==> src/rtl/core_mem_arbiter.sv <==
// Round-robin arbiter that serialises per-Core memory requests onto the
// single shared data-memory port. Each granted access runs IDLE -> BUSY ->
// RELEASE, so a finished Core's stale enable can never win a second grant.
//
// state     | meaning
// ----------+-------------------------------------------------------------
// S_IDLE    | no access in flight; scan requests from last+1 and grant one
// S_BUSY    | latched access driven to memory; wait for mem_ready/timeout
// S_RELEASE | one cycle after completion; core_ready pulse is dropped here
module core_mem_arbiter #(
  parameter int CORES   = 4,
  parameter int REG_W   = 8,
  parameter int ADDR_W  = 8,
  parameter int TIMEOUT = 64
) (
  input  logic                       clk_i,
  input  logic                       reset_ni,
  input  logic [2*CORES-1:0]         core_enable_i,
  input  logic [ADDR_W*CORES-1:0]    core_addr_i,
  input  logic [REG_W*CORES-1:0]     core_wr_data_i,
  output logic [REG_W-1:0]           core_rd_data_o,
  output logic [CORES-1:0]           core_ready_o,
  output logic [1:0]                 mem_enable_o,
  output logic [ADDR_W-1:0]          mem_addr_o,
  output logic [REG_W-1:0]           mem_wr_data_o,
  input  logic [REG_W-1:0]           mem_rd_data_i,
  input  logic                       mem_ready_i,
  output logic [$clog2(CORES)-1:0]   grant_id_o,
  output logic                       busy_o,
  output logic                       timeout_err_o
);

  localparam int GW = $clog2(CORES);
  localparam int CW = (TIMEOUT > 1) ? $clog2(TIMEOUT + 1) : 1;
  // Counter value seen on the last BUSY cycle before the timeout fires.
  localparam logic [CW-1:0] TO_LAST = (TIMEOUT > 0) ? CW'(TIMEOUT - 1) : '0;

  typedef enum logic [1:0] {
    S_IDLE    = 2'd0,
    S_BUSY    = 2'd1,
    S_RELEASE = 2'd2
  } state_e;

  state_e              state_q, state_d;
  logic [GW-1:0]       last_q, last_d;
  logic [GW-1:0]       grant_q, grant_d;
  logic [1:0]          mem_en_q, mem_en_d;
  logic [ADDR_W-1:0]   mem_addr_q, mem_addr_d;
  logic [REG_W-1:0]    mem_wdata_q, mem_wdata_d;
  logic [REG_W-1:0]    rd_data_q, rd_data_d;
  logic [CORES-1:0]    ready_q, ready_d;
  logic [CW-1:0]       cnt_q, cnt_d;
  logic                to_err_q, to_err_d;

  logic [1:0]          en_a    [CORES];
  logic [ADDR_W-1:0]   addr_a  [CORES];
  logic [REG_W-1:0]    wdata_a [CORES];
  logic [CORES-1:0]    valid;

  logic                req_found;
  logic [GW-1:0]       req_idx;
  logic [GW-1:0]       cand;

  // Unpack the flat per-Core buses; only 01 (read) and 10 (write) are requests.
  always_comb begin
    valid = '0;
    for (int i = 0; i < CORES; i++) begin
      en_a[i]    = core_enable_i[2*i +: 2];
      addr_a[i]  = core_addr_i[ADDR_W*i +: ADDR_W];
      wdata_a[i] = core_wr_data_i[REG_W*i +: REG_W];
      valid[i]   = ^core_enable_i[2*i +: 2];
    end
  end

  // Round-robin pick: first valid request scanning last+1, last+2, ... mod CORES.
  always_comb begin
    req_found = 1'b0;
    req_idx   = last_q;
    cand      = last_q;
    for (int k = 1; k <= CORES; k++) begin
      cand = GW'((int'(last_q) + k) % CORES);
      if (!req_found && valid[cand]) begin
        req_found = 1'b1;
        req_idx   = cand;
      end
    end
  end

  // Next-state and output-register logic for the grant/serve/release cycle.
  always_comb begin
    state_d     = state_q;
    last_d      = last_q;
    grant_d     = grant_q;
    mem_en_d    = mem_en_q;
    mem_addr_d  = mem_addr_q;
    mem_wdata_d = mem_wdata_q;
    rd_data_d   = rd_data_q;
    ready_d     = ready_q;
    cnt_d       = cnt_q;
    to_err_d    = to_err_q;

    unique case (state_q)
      S_IDLE: begin
        ready_d = '0;
        if (req_found) begin
          grant_d     = req_idx;
          last_d      = req_idx;
          mem_en_d    = en_a[req_idx];
          mem_addr_d  = addr_a[req_idx];
          mem_wdata_d = wdata_a[req_idx];
          cnt_d       = '0;
          state_d     = S_BUSY;
        end
      end

      S_BUSY: begin
        cnt_d = cnt_q + 1'b1;
        if (mem_ready_i) begin
          ready_d          = '0;
          ready_d[grant_q] = 1'b1;
          if (mem_en_q == 2'b01) begin
            rd_data_d = mem_rd_data_i;
          end
          mem_en_d = 2'b00;
          cnt_d    = '0;
          state_d  = S_RELEASE;
        end else if ((TIMEOUT != 0) && (cnt_q == TO_LAST)) begin
          // Abandon the access but still release the Core so it cannot hang.
          ready_d          = '0;
          ready_d[grant_q] = 1'b1;
          rd_data_d        = '0;
          to_err_d         = 1'b1;
          mem_en_d         = 2'b00;
          cnt_d            = '0;
          state_d          = S_RELEASE;
        end
      end

      S_RELEASE: begin
        ready_d = '0;
        state_d = S_IDLE;
      end

      default: begin
        ready_d  = '0;
        mem_en_d = 2'b00;
        state_d  = S_IDLE;
      end
    endcase
  end

  // State and datapath registers; reset points the pointer at the last Core
  // so Core 0 wins the first arbitration.
  always_ff @(posedge clk_i or negedge reset_ni) begin
    if (!reset_ni) begin
      state_q     <= S_IDLE;
      last_q      <= GW'(CORES - 1);
      grant_q     <= '0;
      mem_en_q    <= 2'b00;
      mem_addr_q  <= '0;
      mem_wdata_q <= '0;
      rd_data_q   <= '0;
      ready_q     <= '0;
      cnt_q       <= '0;
      to_err_q    <= 1'b0;
    end else begin
      state_q     <= state_d;
      last_q      <= last_d;
      grant_q     <= grant_d;
      mem_en_q    <= mem_en_d;
      mem_addr_q  <= mem_addr_d;
      mem_wdata_q <= mem_wdata_d;
      rd_data_q   <= rd_data_d;
      ready_q     <= ready_d;
      cnt_q       <= cnt_d;
      to_err_q    <= to_err_d;
    end
  end

  assign core_rd_data_o = rd_data_q;
  assign core_ready_o   = ready_q;
  assign mem_enable_o   = mem_en_q;
  assign mem_addr_o     = mem_addr_q;
  assign mem_wr_data_o  = mem_wdata_q;
  assign grant_id_o     = grant_q;
  assign busy_o         = (state_q != S_IDLE);
  assign timeout_err_o  = to_err_q;

endmodule

==> config.mk <==
export PLATFORM = sky130hd
export DESIGN_NAME = core_mem_arbiter
export DESIGN_NICKNAME = d
export VERILOG_FILES = /design/src/rtl/core_mem_arbiter.sv
export SDC_FILE = /design/constraint.sdc
export NUM_CORES = 1
export LEC_CHECK = 0
export BUFFER_PORTS_ARGS = -buffer_cell sky130_fd_sc_hd__buf_4
export CORE_ASPECT_RATIO = 0.75
export CORE_MARGIN = 2
export CORE_UTILIZATION = 46
export DETAILED_ROUTE_END_ITERATION = 10
export PLACE_DENSITY = 0.84
export SYNTH_ARGS = -nofsm -noshare
export SYNTH_HDL_FRONTEND = slang
export SYNTH_SLANG_ARGS = --single-unit
==> constraint.sdc <==
create_clock -name clk_i -period 2 [get_ports clk_i]
set_input_delay 0.2 -clock clk_i [delete_from_list [all_inputs] [get_ports clk_i]]
set_output_delay 0.2 -clock clk_i [all_outputs]
set_load 0.05 [all_outputs]
# After elaboration in Yosys (flattened, before gate mapping)
# Index checks and enable logic that the tools add are counted.
# W data, S select, Z words.
dict set report totals {
  regBits 44
  inputBits 83
  output_inout_bits 34
  wordCells 98
}
dict set report classes {
  add_sub_neg 5
  order_cmp 7
  n_eq_ne 7
  n_mux 45
  n_bitwise 3
  n_reduce_logical 21
}
# operator count
set ops {}
lappend ops {{$mux W8} 7}
lappend ops {{$bmux W8 S2} 2}
lappend ops {{$mux W2} 12}
lappend ops {{$mux W7} 3}
lappend ops {{$lt A2 B3 Y1 const B} 5}
lappend ops {{$pmux W7 S2} 1}
lappend ops {{$mux W4} 3}
lappend ops {{$mux W1} 9}
lappend ops {{$reduce_and A3 Y1} 3}
lappend ops {{$bmux W1 S2} 4}
lappend ops {{$reduce_xor A2 Y1} 4}
lappend ops {{$add A7 B1 Y7 const B} 1}
lappend ops {{$eq A7 B6 Y1 const B} 1}
lappend ops {{$pmux W2 S3} 1}
lappend ops {{$reduce_and A2 Y1} 3}
lappend ops {{$reduce_bool A2 Y1} 3}
lappend ops {{$add A2 B1 Y2 const B} 2}
lappend ops {{$add A2 B2 Y2 const B} 2}
lappend ops {{$bmux W2 S2} 1}
lappend ops {{$eq A2 B1 Y1 const B} 2}
lappend ops {{$logic_and A1 B1 Y1} 4}
lappend ops {{$pmux W2 S2} 1}
lappend ops {{$ge A3 B3 Y1 const B} 1}
lappend ops {{$logic_not A1 Y1} 3}
lappend ops {{other kinds (9)} 10}

# Longest topological paths before layout
dict set report depth {
  ltp_word 19
  depth_mapped 8
}

# Worst setup path before layout
# No wires, ideal clock.
dict set report synth_timing {
  kind {flip-flop to flip-flop}
  from {register state_q[0]}
  to {register mem_en_q[1] (netlist: mem_enable_o[1])}
  setup_time_ns 0.138
  arrival_ns 1.652
  t_required_ns 1.862
  slack_ns 0.210
  stages_incl_launch_ff 7
  path_buffers 0
  period_less_slack_ns 1.790
  cell_sequence {dfrtp_1 > nor2_1 > inv_1 > a21oi_1 > a21oi_1 > nand2_1 > o221ai_1}
}
dict set report synth_via {
  elab_chain_cells 3
  word_cells_on_any_way 8
  classes_between {eq/ne: 4; mux: 1; bitwise: 1; reduce/logical: 2}
}
# item line_no
set synth_rtl {}
lappend synth_rtl {{from (decl)} 44} ;# state_e state_q, state_d;
lappend synth_rtl {{from (signal assigned)} 167} ;# state_q <= state_d;
lappend synth_rtl {{$eq A2 B1 Y1 (tied with other cells)} 102} ;# unique case (state_q)
lappend synth_rtl {{$ne A3 B3 Y1 (no line) (tied with other cells)} n/a}
lappend synth_rtl {{$reduce_and A3 Y1 (no line)} n/a}
lappend synth_rtl {{to (signal assigned)} 170} ;# mem_en_q <= mem_en_d;
lappend synth_rtl {{to (decl)} 47} ;# logic [1:0] mem_en_q, mem_en_d;
# Parallel ways exist; a longest one is shown, timed or not.
# A chain may end at the register's enable or synchronous reset.

# Final worst setup path
dict set report layout_timing {
  from {register last_q[1]}
  to {register mem_addr_q[5] (netlist: mem_addr_o[5])}
}
dict set report layout_via {
  elab_chain_cells 17
  word_cells_on_any_way 31
  classes_between {add/sub: 4; mux: 19; bitwise: 1; reduce/logical: 7}
}
# item line_no
set layout_rtl {}
lappend layout_rtl {{from (decl)} 45} ;# logic [GW-1:0] last_q, last_d;
lappend layout_rtl {{from (signal assigned)} 157} ;# last_q <= GW'(CORES - 1);
lappend layout_rtl {{from (signal assigned)} 168} ;# last_q <= last_d;
lappend layout_rtl {{$add A2 B1 Y2} 81} ;# cand = GW'((int'(last_q) + k) % CORES);
lappend layout_rtl {{$bmux W1 S2} 82} ;# if (!req_found && valid[cand]) begin
lappend layout_rtl {{$mux W1 (not written as such)} 82}
lappend layout_rtl {{$mux W1} 82}
lappend layout_rtl {{$logic_not A1 Y1} 82}
lappend layout_rtl {{$logic_and A1 B1 Y1} 82}
lappend layout_rtl {{$mux W1} 82}
lappend layout_rtl {{$logic_not A1 Y1} 82}
lappend layout_rtl {{$logic_and A1 B1 Y1} 82}
lappend layout_rtl {{$mux W1} 82}
lappend layout_rtl {{$logic_not A1 Y1} 82}
lappend layout_rtl {{$logic_and A1 B1 Y1} 82}
lappend layout_rtl {{$mux W2} 82}
lappend layout_rtl {{$not A2 Y3 (not written as such)} 109} ;# mem_addr_d = addr_a[req_idx];
lappend layout_rtl {{$bmux W8 S2} 109}
lappend layout_rtl {{$mux W8 (not written as such) (2 in series)} 109}
lappend layout_rtl {{to (signal assigned)} 171} ;# mem_addr_q <= mem_addr_d;
lappend layout_rtl {{to (decl)} 48} ;# logic [ADDR_W-1:0] mem_addr_q, mem_addr_d;
# Parallel ways exist; a longest one is shown, timed or not. The select of a mux whose other input is x is not followed.

==> results_dict.tcl <==
set metrics [dict create \
    outcome "complete, no violations" \
    ys_types 42 \
    sw_frac_of_total 0.477 \
    drcViolationCount 0 \
    grt_pass1_vias 2133 \
    cts_sinks 44 \
    drv_cap 0 \
    worstRegToRegCells 6 \
    path_max_fanout 11 \
    track_usage 0.228 \
    syn_to_final_growth_pct 48.4 \
    synth.avg_cell_area_um2 10.9 \
    yosysMostFrequentCell "dfrtp_1" \
    synth_cells 216 \
    yosysWarnings 0 \
    drt_iter0_markers 147 \
    dpl.hpwl_um 4820 \
    setup_viol 0 \
    synth_ff_type "dfrtp_1" \
    nets 430 \
    cts.clk_slew.worst_paths_ns 0.08 \
    cp-start-kind "flop" \
    io_pins 117 \
    synth_edf_count 0 \
    die_w_um 86.7 \
    arrival_ns 2.09 \
    vias_per_cell 5.41 \
    synth_nets 300 \
    cts-buffers-inserted 5 \
    critPathRequiredTime_ns 2.16 \
    fin_hold_ws_ns 0.119 \
    yosys-top-cells-area "dfrtp_1 (45%), mux2i_1 (15%), o221ai_1 (6.7%), nand2_1 (4.8%), a22o_1 (3.3%)" \
    num_rows 22 \
    antenna_cells 0 \
    yosysSeqAreaShare 0.467 \
    fmax_ghz 0.519 \
    async_flop_share 1.00 \
    irDropWorstVdd_mv 1.34 \
    ys_seq_elements 44 \
    min_period_ns 1.93 \
    synth_area_leader_cell "dfrtp_1" \
    nFillCells 365 \
    grt_overflow 0 \
    fp.coreArea_mm2 0.00493 \
    crit_type "flop to flop" \
    port_buffers 116 \
    die_y_um 66.0 \
    synthesis.area_mm2 0.00236 \
    start_util 0.479 \
    dr_total_vias 2201 \
    slew_headroom 0.627 \
    powerDensity_mw_per_mm2 1630 \
    htreeDepth 2 \
    post-route-period-util 0.964 \
    hp-class "primary input to flop" \
    clockBufferDepth 2 \
    skew_ns 0.00718 \
    p_sw_mw 2.73 \
    drive_gt1_frac 0.424 \
    dpl_cell_area_mm2 0.00330 \
    grt_pass1_wl_um 10200 \
    clkPwrFrac 0.117 \
    power_frac_seq 0.264 \
    antenna_found_initial 0 \
    clk_latency_ns 0.30 \
    synth_commonest_cells "dfrtp_1 (42), mux2i_1 (36), nand2_1 (30)" \
    layout.cells.non_filler 407 \
    grt_max_degree 45 \
    intPower_mw 2.99 \
    synth_top_area_frac 0.445 \
    cts_tree "built" \
    end_kind "flop" \
    gp_congestion 0.816 \
    wire_per_inst_um 16.0 \
    hold_violations 0 \
    worst_hold_path.num_cells 2 \
    worst_pin_slew_ns 0.560 \
    firstDrtPassIters 4 \
    combinationalPowerShare 0.620 \
    final_area_mm2 0.00350 \
    dp_cells 392 \
    ant_nets 0 \
    leakagePower_nw 1.80 \
    drt_wl_total_um 6510 \
    drv_slew 0 \
    cts_root_buffer "clkbuf_8" \
    dieArea_mm2 0.00573 \
]
-- worst max-delay path, cell delays in order, from the launching register on --
cell and delay, ns:
dfstp_2 0.60, o32ai_1 0.14, a311oi_4 0.29, buf_4 0.17
buf_4 0.22, mux2i_1 0.23, o221ai_1 0.14
-- through the flow --
stage          setup slack (ns)  setup TNS (ns)  utilization  power, mW
4_1_cts                  0.0979               0        0.695       5.53
2_1_floorplan             0.210               0            -       3.91
3_3_place_gp             0.0626               0        0.671       4.78
6_report                 0.0721               0        0.711       5.72
3_5_place_dp             0.0115               0        0.671       4.86
5_1_grt                 -0.0214         -0.0400        0.711       6.04
-- cells by family (layout without fill, tap and decap cells) --
group	Yosys count	in the layout	synth area share
AND/OR/NAND/NOR	58	58	0.114
AO/OA/AOI/OAI	58	58	0.193
XOR/XNOR	7	7	0.0260
multiplexers	36	36	0.153
adder cells (fa/ha/maj)	1	1	0.00530
flip-flops	44	44	0.467
buffers and inverters	12	143	0.0413
-- per-layer routing --
layer  vias to the layer above  wire, um  track usage
met5                         -         0            0
met4                         0        60       0.0703
met3                         5       518       0.0549
met2                        95      3000        0.365
met1                      1031      2930        0.307
li1                       1070         -            -
-- path summary, 6_finish.rpt --
kind                                            from                             to  slack [ns]
max                            last_q[1]$_DFFE_PN1P_      mem_addr_o[5]$_DFFE_PN0P_        0.07
min                                 mem_rd_data_i[0]  core_rd_data_o[0]$_DFFE_PN0P_        0.12
max reg2reg                    last_q[1]$_DFFE_PN1P_      mem_addr_o[5]$_DFFE_PN0P_        0.07
min reg2reg                timeout_err_o$_DFFE_PN0P_      timeout_err_o$_DFFE_PN0P_        0.47
max in group asynchronous                   reset_ni    core_ready_o[1]$_DFFE_PN0P_        1.18
min in group asynchronous                   reset_ni  core_rd_data_o[4]$_DFFE_PN0P_        0.44
-- placed cells by master, fill, tap and decap left out, types with 3 or more instances in the layout --
cell type and count:
inv_1 5, dfrtp_1 42, xor2_1 5, nand2b_1 3
clkbuf_8 5, buf_4 126, a22o_1 9, o221ai_1 18
o21ai_0 12, nand2_1 29, mux2i_1 36, a21oi_1 5
nor2_1 13
-- area by class of cell --
type                       instances  area, um^2  share of cell area
clock inverter                     2        35.0              0.0100
inverter                           5        18.8             0.00536
sequential                        44        1100               0.315
tap                               60        75.1              0.0214
timing repair buffer             130        1030               0.293
clock buffer                       6        72.6              0.0207
multi-input combinational        160        1170               0.335
-- power groups by stage --
stage,Sequential [mW],Combinational [mW],Clock (mW)
after floorplan,2.45,1.46,0
after global placement,1.51,3.27,0
after detailed placement,1.52,3.34,0
after CTS,1.51,3.34,0.681
after global routing,1.55,3.76,0.728
final,1.51,3.54,0.667
-- sequential cells by signal, summed over array words and instances (netlist names) --
signal / flops
timeout_err_o: 1
last_q: 2
mem_addr_o: 8
grant_id_o: 2
core_rd_data_o: 8
mem_enable_o: 2
state_q: 2
core_ready_o: 4
cnt_q: 7
mem_wr_data_o: 8
-- repair_timing --
action | in CTS | in global routing
setup endpoints to repair | 0 | 10
endpoints found under the hold margin | 42 | 0
hold buffers | 1 | 0
setup buffers | 0 | 4
gates resized for setup | 0 | 1
(Power assumes the default switching activity.)
